[src/rtl/hdc_mapper_pkg.sv]
// Shared types and width helpers for the HDC sliding-window mapper.
package hdc_mapper_pkg;

   typedef enum logic [1:0] {
      MODE_PASS      = 2'd0,
      MODE_NGRAM     = 2'd1,
      MODE_SIGNATURE = 2'd2
   } mode_e;

   typedef enum logic {
      ST_ACCEPT = 1'b0,
      ST_EMIT   = 1'b1
   } state_e;

   // Width able to hold a window depth of 0..max_window.
   function automatic int unsigned win_w(input int unsigned max_window);
      return $clog2(max_window + 1);
   endfunction

   // Width able to index positions 0..max_window-1.
   function automatic int unsigned idx_w(input int unsigned max_window);
      return (max_window > 1) ? $clog2(max_window) : 1;
   endfunction

   // Reserved encoding 3 falls back to PASS.
   function automatic mode_e decode_mode(input logic [1:0] raw);
      case (raw)
         2'd1:    return MODE_NGRAM;
         2'd2:    return MODE_SIGNATURE;
         default: return MODE_PASS;
      endcase
   endfunction

endpackage

[src/rtl/window_xor_reduce.sv]
// XOR of the active window entries (index < win_i), excluding position k_i.
module window_xor_reduce
   import hdc_mapper_pkg::*;
#(
   parameter int unsigned VALUE_W    = 6,
   parameter int unsigned MAX_WINDOW = 12
) (
   input  logic [MAX_WINDOW*VALUE_W-1:0]   queue_i,
   input  logic [win_w(MAX_WINDOW)-1:0]    win_i,
   input  logic [idx_w(MAX_WINDOW)-1:0]    k_i,
   output logic [VALUE_W-1:0]              xor_o
);

   localparam int unsigned WIN_W = win_w(MAX_WINDOW);
   localparam int unsigned IDX_W = idx_w(MAX_WINDOW);

   always_comb begin
      xor_o = '0;
      for (int unsigned j = 0; j < MAX_WINDOW; j++) begin
         if ((WIN_W'(j) < win_i) && (IDX_W'(j) != k_i)) begin
            xor_o = xor_o ^ queue_i[j*VALUE_W +: VALUE_W];
         end
      end
   end

endmodule

[src/rtl/window_mapper_v2.sv]
// Sliding-window input mapper: buffers the last symbols and emits one window
// element per cycle with item-memory index, permutation shift and flags.
module window_mapper_v2
   import hdc_mapper_pkg::*;
#(
   parameter int unsigned VALUE_W    = 6,
   parameter int unsigned MAX_WINDOW = 12,
   parameter int unsigned SHIFT_W    = 11,
   parameter int unsigned STRIDE_W   = 4
) (
   input  logic                          clk_i,
   input  logic                          rst_i,
   input  logic                          clear_i,
   input  logic [1:0]                    mode_i,
   input  logic [win_w(MAX_WINDOW)-1:0]  window_size_i,
   input  logic [STRIDE_W-1:0]           stride_i,
   input  logic [SHIFT_W-1:0]            shift_in_i,
   input  logic                          in_valid_i,
   output logic                          in_ready_o,
   input  logic [VALUE_W-1:0]            in_value_i,
   output logic                          out_valid_o,
   input  logic                          out_ready_i,
   output logic [VALUE_W-1:0]            out_value_o,
   output logic [SHIFT_W-1:0]            out_shift_o,
   output logic                          out_zero_o,
   output logic                          out_last_o,
   output logic                          busy_o
);

   localparam int unsigned WIN_W = win_w(MAX_WINDOW);
   localparam int unsigned IDX_W = idx_w(MAX_WINDOW);

   state_e                            state_q, state_d;
   logic [MAX_WINDOW-1:0][VALUE_W-1:0] queue_q, queue_d;
   logic [WIN_W-1:0]                  fill_q, fill_d;
   logic [IDX_W-1:0]                  k_q, k_d;
   logic [STRIDE_W-1:0]               cnt_q, cnt_d;

   mode_e                             mode_q, mode_live, mode_eff;
   logic [WIN_W-1:0]                  win_q, win_live, win_eff;
   logic [STRIDE_W-1:0]               stride_q, stride_live, stride_eff;

   logic                              flush;
   logic                              capture;
   logic                              at_last;
   logic [VALUE_W-1:0]                xor_val;

   assign flush   = rst_i | clear_i;
   assign capture = (state_q == ST_ACCEPT) && (fill_q == '0);

   always_comb begin
      mode_live = decode_mode(mode_i);
      if (window_size_i == '0) begin
         win_live = WIN_W'(1);
      end else if (window_size_i > WIN_W'(MAX_WINDOW)) begin
         win_live = WIN_W'(MAX_WINDOW);
      end else begin
         win_live = window_size_i;
      end
      stride_live = (stride_i == '0) ? STRIDE_W'(1) : stride_i;
   end

   // While capture is open the live config is used directly, so the first
   // symbol after a clear already sees the new mode/W/stride.
   assign mode_eff   = capture ? mode_live   : mode_q;
   assign win_eff    = capture ? win_live    : win_q;
   assign stride_eff = capture ? stride_live : stride_q;

   window_xor_reduce #(
      .VALUE_W   (VALUE_W),
      .MAX_WINDOW(MAX_WINDOW)
   ) u_xor (
      .queue_i(queue_q),
      .win_i  (win_q),
      .k_i    (k_q),
      .xor_o  (xor_val)
   );

   always_ff @(posedge clk_i) begin
      if (flush) begin
         state_q  <= ST_ACCEPT;
         queue_q  <= '0;
         fill_q   <= '0;
         k_q      <= '0;
         cnt_q    <= '0;
         mode_q   <= MODE_PASS;
         win_q    <= WIN_W'(1);
         stride_q <= STRIDE_W'(1);
      end else begin
         state_q <= state_d;
         queue_q <= queue_d;
         fill_q  <= fill_d;
         k_q     <= k_d;
         cnt_q   <= cnt_d;
         if (capture) begin
            mode_q   <= mode_live;
            win_q    <= win_live;
            stride_q <= stride_live;
         end
      end
   end

   assign at_last = (WIN_W'(k_q) == (win_q - WIN_W'(1)));

   always_comb begin
      state_d     = state_q;
      queue_d     = queue_q;
      fill_d      = fill_q;
      k_d         = k_q;
      cnt_d       = cnt_q;
      in_ready_o  = 1'b0;
      out_valid_o = 1'b0;
      out_value_o = '0;
      out_shift_o = '0;
      out_zero_o  = 1'b0;
      out_last_o  = 1'b0;
      busy_o      = (state_q == ST_EMIT);

      if (mode_eff == MODE_PASS) begin
         in_ready_o  = out_ready_i & ~flush;
         out_valid_o = in_valid_i & ~flush;
         out_value_o = in_value_i;
         out_shift_o = shift_in_i;
         out_last_o  = 1'b1;
      end else begin
         unique case (state_q)
            ST_ACCEPT: begin
               in_ready_o = ~flush;
               if (in_valid_i) begin
                  queue_d[0] = in_value_i;
                  for (int unsigned i = 1; i < MAX_WINDOW; i++) begin
                     queue_d[i] = queue_q[i-1];
                  end
                  fill_d = (fill_q < win_eff) ? (fill_q + WIN_W'(1)) : win_eff;
                  if (cnt_q == (stride_eff - STRIDE_W'(1))) begin
                     cnt_d   = '0;
                     k_d     = '0;
                     state_d = ST_EMIT;
                  end else begin
                     cnt_d = cnt_q + STRIDE_W'(1);
                  end
               end
            end
            ST_EMIT: begin
               out_valid_o = 1'b1;
               out_value_o = queue_q[k_q];
               out_zero_o  = (WIN_W'(k_q) >= fill_q);
               out_last_o  = at_last;
               if (mode_q == MODE_SIGNATURE) begin
                  out_shift_o = SHIFT_W'(k_q) + SHIFT_W'(xor_val);
               end else begin
                  out_shift_o = SHIFT_W'(k_q);
               end
               if (out_ready_i) begin
                  if (at_last) begin
                     state_d = ST_ACCEPT;
                  end else begin
                     k_d = k_q + IDX_W'(1);
                  end
               end
            end
         endcase
      end
   end

endmodule

[config.mk]
export PLATFORM = sky130hd
export DESIGN_NAME = window_mapper_v2
export DESIGN_NICKNAME = d
export VERILOG_FILES = /design/src/rtl/hdc_mapper_pkg.sv /design/src/rtl/window_xor_reduce.sv /design/src/rtl/window_mapper_v2.sv
export SDC_FILE = /design/constraint.sdc
export NUM_CORES = 1
export LEC_CHECK = 0
export BUFFER_PORTS_ARGS = -buffer_cell sky130_fd_sc_hd__buf_2
export CAP_MARGIN = 20
export CORE_MARGIN = 5
export CORE_UTILIZATION = 40
export CTS_CLUSTER_SIZE = 28
export DETAILED_ROUTE_END_ITERATION = 7
export GPL_ROUTABILITY_DRIVEN = 0
export PLACE_DENSITY = 0.66
export SLEW_MARGIN = 25
export SYNTH_ARGS = -nofsm -noshare
export SYNTH_HDL_FRONTEND = slang
export SYNTH_SLANG_ARGS = --single-unit
[constraint.sdc]
create_clock -name clk_i -period 6.09 [get_ports clk_i]
set_clock_uncertainty 0.05 [all_clocks]
set_input_delay 1.827 -clock clk_i [delete_from_list [all_inputs] [get_ports clk_i]]
set_output_delay 1.827 -clock clk_i [all_outputs]
set_load 0.05 [all_outputs]
==> flow_summary.json, run 1 <==
{
  "dpl_worst_slack_ns": 0.4652,
  "cp_max_fo": 8,
  "synth_edf_count": 0,
  "port_buffers": 53,
  "grt_usage": 0.1842,
  "dp_hpwl_um": 11710,
  "hold_viol_final": 0,
  "grt_pass1_wl_um": 26610,
  "r2r-start": "fill_q[0]$_SDFFE_PP0P_",
  "grt_max_degree": 93,
  "start_util": 0.4050,
  "synth_area_um2": 6133,
  "async_flop_share": 0,
  "post-route-util": 0.4577,
  "path_clk_slew_ns": 0.07,
  "clkLatencyLatePin_ns": 0.36,
  "synth_fp_nets": 835,
  "p_total_mw": 1.464,
  "grt_pass1_vias": 4954,
  "num-nets-final": 873,
  "drc": 0,
  "synth_top_cell_area_share": 0.3101,
  "ir_worst_vdd_v": 0.0001261,
  "slowest_delay_ns": 0.45,
  "synthDistinctLibCells": 56,
  "most-common-layout-cells": "229 x nand2_1, 94 x a21oi_1, 91 x dfxtp_1, 52 x buf_2, 45 x xor2_1",
  "ctsRootBufferMaster": "clkbuf_16",
  "synth-warning-count": 0,
  "min_period_ns": 5.841,
  "antenna_cells": 0,
  "min-delay-start": "mode_q[0]$_SDFF_PP0_",
  "core_area_um2": 15150,
  "synth-seq-area-share": 0.3101,
  "dieHeight_um": 133.8,
  "netlist_top_cells_area": "dfxtp_1 31%, nand2_1 14%, a21oi_1 7.7%",
  "cap_violations": 0,
  "via_per_inst": 5.372,
  "via_count": 5426,
  "firstDrtPassIters": 6,
  "power.leakage_nw": 2.447,
  "worstMarginPinSlew_ns": 0.9750,
  "ctsHoldBuffers": 0,
  "ant_nets": 0,
  "arrival_ns": 3.96,
  "routed_wl_um": 16330,
  "htreeDepth": 3,
  "cts_sinks": 95,
  "cts_tree": "yes",
  "final_common_cell": "nand2_1",
  "period_share": 0.9592,
  "setup_viol": 0,
  "antenna_found_initial": 0,
  "slew_headroom": 0.3500,
  "crit_required_ns": 4.21,
  "synthCells": 779,
  "place_area_um2": 6596,
  "numCtsBuffers": 9,
  "die_area_um2": 17910,
  "cts_max_path_buffers": 2,
  "wl_per_cell_um": 16.16,
  "io_pins": 54,
  "hold_class": "reg -> reg",
  "path_class": "reg -> out",
  "avgSynthCellArea_um2": 7.873,
  "startpoint": "k_q[0]$_SDFFE_PP0P_",
  "die_w_um": 133.8,
  "fin_area_um2": 6932,
  "start_kind": "register",
  "status": "finished, final reports clean",
  "fin_ws_ns": 0.2487,
  "post-cts-setup-buffer-count": 0,
  "synth_top_cell_by_area": "dfxtp_1",
  "final_max_slew_viol_count": 0,
  "path_cells": "inv_2, ha_2, or3b_2, and2_2, nand2_1, xor2_1, xor2_1, xnor2_1, xnor2_1, ha_1, a21oi_1, o21bai_1, and3_1, o31ai_2, buf_2",
  "setup_tns_ns": 0,
  "end_kind": "primary output",
  "crit_slowest_cell": "or3b_2",
  "p_per_area_nw_per_um2": 211.2,
  "drt-initial-drc-count": 513,
  "grt-ovfl-total": 0,
  "rsz0062_at_grt": "no",
  "ys_ff_latch": 95,
  "num_rows": 45,
  "clock.fmax_ghz": 0.1712,
  "areaGrowthSynthToFinish_pct": 13.02,
  "synth_ff_type": "dfxtp_1",
  "drive_gt1_frac": 0.1582
}
kinds of logic after synthesis:
logic type               after synthesis  synth area share
AND/OR/NAND/NOR                      331            0.2348
flip-flops                            95            0.3101
AO/OA/AOI/OAI                        158            0.1503
adder cells (fa/ha/maj)               24           0.05018
multiplexers                          32           0.08894
XOR/XNOR                              79            0.1263
buffers and inverters                 60           0.03937
repair_timing:
item,in CTS,in global routing
endpoints found under the hold margin,0,0
setup endpoints to repair,0,5
resized for setup,0,16
worst paths after layout:
check	slack, ns	end	depth (start not counted)
setup / recovery	0.25	out_shift_o[5]	15
setup reg to reg	2.50	cnt_q[0]$_SDFFE_PP0P_	10
hold / removal	0.42	mode_q[0]$_SDFF_PP0_	2
hold reg to reg	0.42	mode_q[0]$_SDFF_PP0_	2
synth_stat cells, drive strengths merged, types with 15 or more instances:
| cell | instances |
|---|---|
| a21oi | 94 |
| clkbuf | 32 |
| dfxtp | 95 |
| ha | 23 |
| inv | 15 |
| mux4 | 18 |
| nand2 | 231 |
| nand3 | 20 |
| nor2 | 28 |
| o21ai | 18 |
| xnor2 | 28 |
| xor2 | 45 |
worst max-delay path, delay by kind of cell (launching register included):
kind | cells | cell delay [ns]
AND/OR/NAND/NOR | 4 | 0.98
XOR/XNOR | 4 | 0.77
AO/OA/AOI/OAI | 3 | 0.57
adder cells (fa/ha/maj) | 2 | 0.52
buffers and inverters | 2 | 0.40
flip-flops | 1 | 0.37
final cells by class:
type / count / area [µm²]
inverter: 15 / 56.30
sequential: 95 / 1907
tap: 188 / 235.2
clock buffer: 10 / 229.0
clock inverter: 6 / 61.31
multi-input combinational: 624 / 4016
fill: 1510 / 8214
timing repair buffer: 72 / 426.7
power by group:
group	leakage (nW)	internal (mW)	switching [mW]
Combinational	1.54	0.0718	0.192
Sequential	0.768	0.627	0.00970
Clock	0.142	0.317	0.245
state kept, by name, summed over array words and instances, names as in the netlist:
register,cells
cnt_q,4
stride_q,4
mode_q,2
k_q,4
queue_q,72
win_q,4
fill_q,4
busy_o,1
metal layers:
metal / wire length [µm] / global-route usage
met3: 860 / 0.03338
met4: 243 / 0.05371
met5: 0 / 0
met1: 8007 / 0.2715
met2: 7215 / 0.2746
per-stage QoR:
stage / hold WS [ns] / cells
3_3_place_gp: 0.4007 / 993
5_1_grt: 0.4436 / 1010
6_report: 0.4235 / 1010
4_1_cts: 0.4272 / 1009
3_5_place_dp: 0.4192 / 993
2_1_floorplan: 0.3903 / 779
Note: power is estimated with default switching activity, not from simulation.
==> inputs of run 2 (changes only) <==
Settings changed: CORE_ASPECT_RATIO set to 0.5.
==> run 2 against run 1 <==
Hold slack got worse by 0.013 ns. Global-route usage increased by 0.29 points. First-iteration DRC count increased by 4.3%. Clock power increased by 7.5%. Clock-buffer cell count decreased by 1. Setup slack got worse by 0.0055 ns. Via count increased by 2.8%. Wire length increased by 2.0%. Design area increased by 0.20%. Sequential power about the same. Sequential share of layout area decreased by 0.054 points. Cell count increased by 1.3%.
==> flow_summary.json, run 2 (same netlist as run 1, synthesis figures left out) <==
{
  "most-common-layout-cells": "229 x nand2_1, 94 x a21oi_1, 91 x dfxtp_1, 52 x buf_2, 45 x xor2_1",
  "power.leakage_nw": 2.442,
  "end_kind": "primary output",
  "period_share": 0.9601,
  "cts_sinks": 95,
  "dp_hpwl_um": 11950,
  "cts_max_path_buffers": 2,
  "firstDrtPassIters": 5,
  "grt_pass1_vias": 5303,
  "dpl_worst_slack_ns": 0.5511,
  "numCtsBuffers": 9,
  "via_count": 5578,
  "crit_slowest_cell": "dfxtp_1",
  "dieHeight_um": 97.56,
  "cp_max_fo": 13,
  "final_common_cell": "nand2_1",
  "fin_area_um2": 6945,
  "rsz0062_at_grt": "no",
  "routed_wl_um": 16640,
  "via_per_inst": 5.453,
  "arrival_ns": 3.97,
  "hold_class": "reg -> reg",
  "slew_headroom": 0.3487,
  "setup_viol": 0,
  "clkLatencyLatePin_ns": 0.35,
  "fill_cells": 1483,
  "num-nets-final": 871,
  "ant_nets": 0,
  "grt_max_degree": 93,
  "grt-ovfl-total": 0,
  "die_w_um": 185.1,
  "num_rows": 32,
  "cpMostUsedCell": "xor2_1",
  "drc": 0,
  "die_area_um2": 18060,
  "crit_required_ns": 4.21,
  "largest_reg_flops": 72,
  "areaGrowthSynthToFinish_pct": 13.24,
  "start_kind": "register",
  "antenna_cells": 0,
  "grt_usage": 0.1871,
  "clock.fmax_ghz": 0.1710,
  "slowest_delay_ns": 0.64,
  "post-route-util": 0.4565,
  "start_util": 0.4031,
  "cts_tree": "yes",
  "fin_ws_ns": 0.2432,
  "setup_tns_ns": 0,
  "ctsHoldBuffers": 0,
  "p_per_area_nw_per_um2": 216.7,
  "cp_top_family": "compound AO/OA/AOI/OAI gates",
  "path_class": "reg -> out",
  "ctsRootBufferMaster": "clkbuf_16",
  "cap_violations": 0,
  "worstMarginPinSlew_ns": 0.9769,
  "final_max_slew_viol_count": 0,
  "min_period_ns": 5.847,
  "wl_per_cell_um": 16.27,
  "fin_cells": 1023,
  "path_clk_slew_ns": 0.07,
  "place_inst": 1008,
  "drt-initial-drc-count": 535,
  "path_cells": "o21ai_1, a31oi_1, buf_4, nand2_1, xor2_1, xor2_1, xnor2_1, ha_1, a21o_1, a21oi_1, o21bai_1, and3_1, o31ai_2, buf_2",
  "regToRegSetupSlack_ns": 2.79,
  "antenna_found_initial": 0,
  "place_area_um2": 6609,
  "drive_gt1_frac": 0.1563,
  "core_area_um2": 15210,
  "port_buffers": 53,
  "hold_viol_final": 0,
  "status": "finished, final reports clean",
  "grt_pass1_wl_um": 27600,
  "io_pins": 54,
  "path_buf_inv": 2,
  "hold_slack_ns": 0.4106,
  "ir_worst_vdd_v": 0.0001348,
  "p_total_mw": 1.505,
  "htreeDepth": 3,
  "regMostFlops": "queue_q"
}
[run 2: power by group]
part / internal, mW / leakage (nW) / total, mW / switching, mW
combinational: 0.0691 / 1.52 / 0.265 / 0.196
clock: 0.357 / 0.151 / 0.604 / 0.247
sequential: 0.627 / 0.769 / 0.636 / 0.00906
[run 2: area by class of cell]
class	instances	area [µm²]	area share
Clock buffer	9	225.2	0.03243
Sequential cell	95	1907	0.2745
Inverter	15	56.30	0.008107
Clock inverter	6	86.33	0.01243
Multi-Input combinational cell	624	4016	0.5783
Timing Repair Buffer	70	399.1	0.05747
Tap cell	204	255.2	0.03675
[run 2: metal layers]
layer	share of wire	GRT usage
met5	0	0
met3	0.055	0.03478
met4	0.020	0.05411
met2	0.47	0.3042
met1	0.46	0.2537
[run 2: final timing paths]
kind                                              from                   end  cells past startpoint
worst max register to register  fill_q[0]$_SDFFE_PP0P_   k_q[1]$_SDFFE_PP0P_                     10
worst min-delay path              mode_q[1]$_SDFF_PP0_  mode_q[1]$_SDFF_PP0_                      2
worst min register to register    mode_q[1]$_SDFF_PP0_  mode_q[1]$_SDFF_PP0_                      2
worst max-delay path               win_q[2]$_SDFF_PP0_        out_shift_o[5]                     14
[run 2: worst min-delay path, stage by stage (launching register included)]
cell and delay [ns]:
dfxtp_1 0.32, nand2_1 0.05, a21oi_1 0.05
[run 2: timing repair]
action,4_1_cts,5_1_grt
setup endpoints to repair,0,4
gates resized for setup,0,16
buffers inserted,0,0
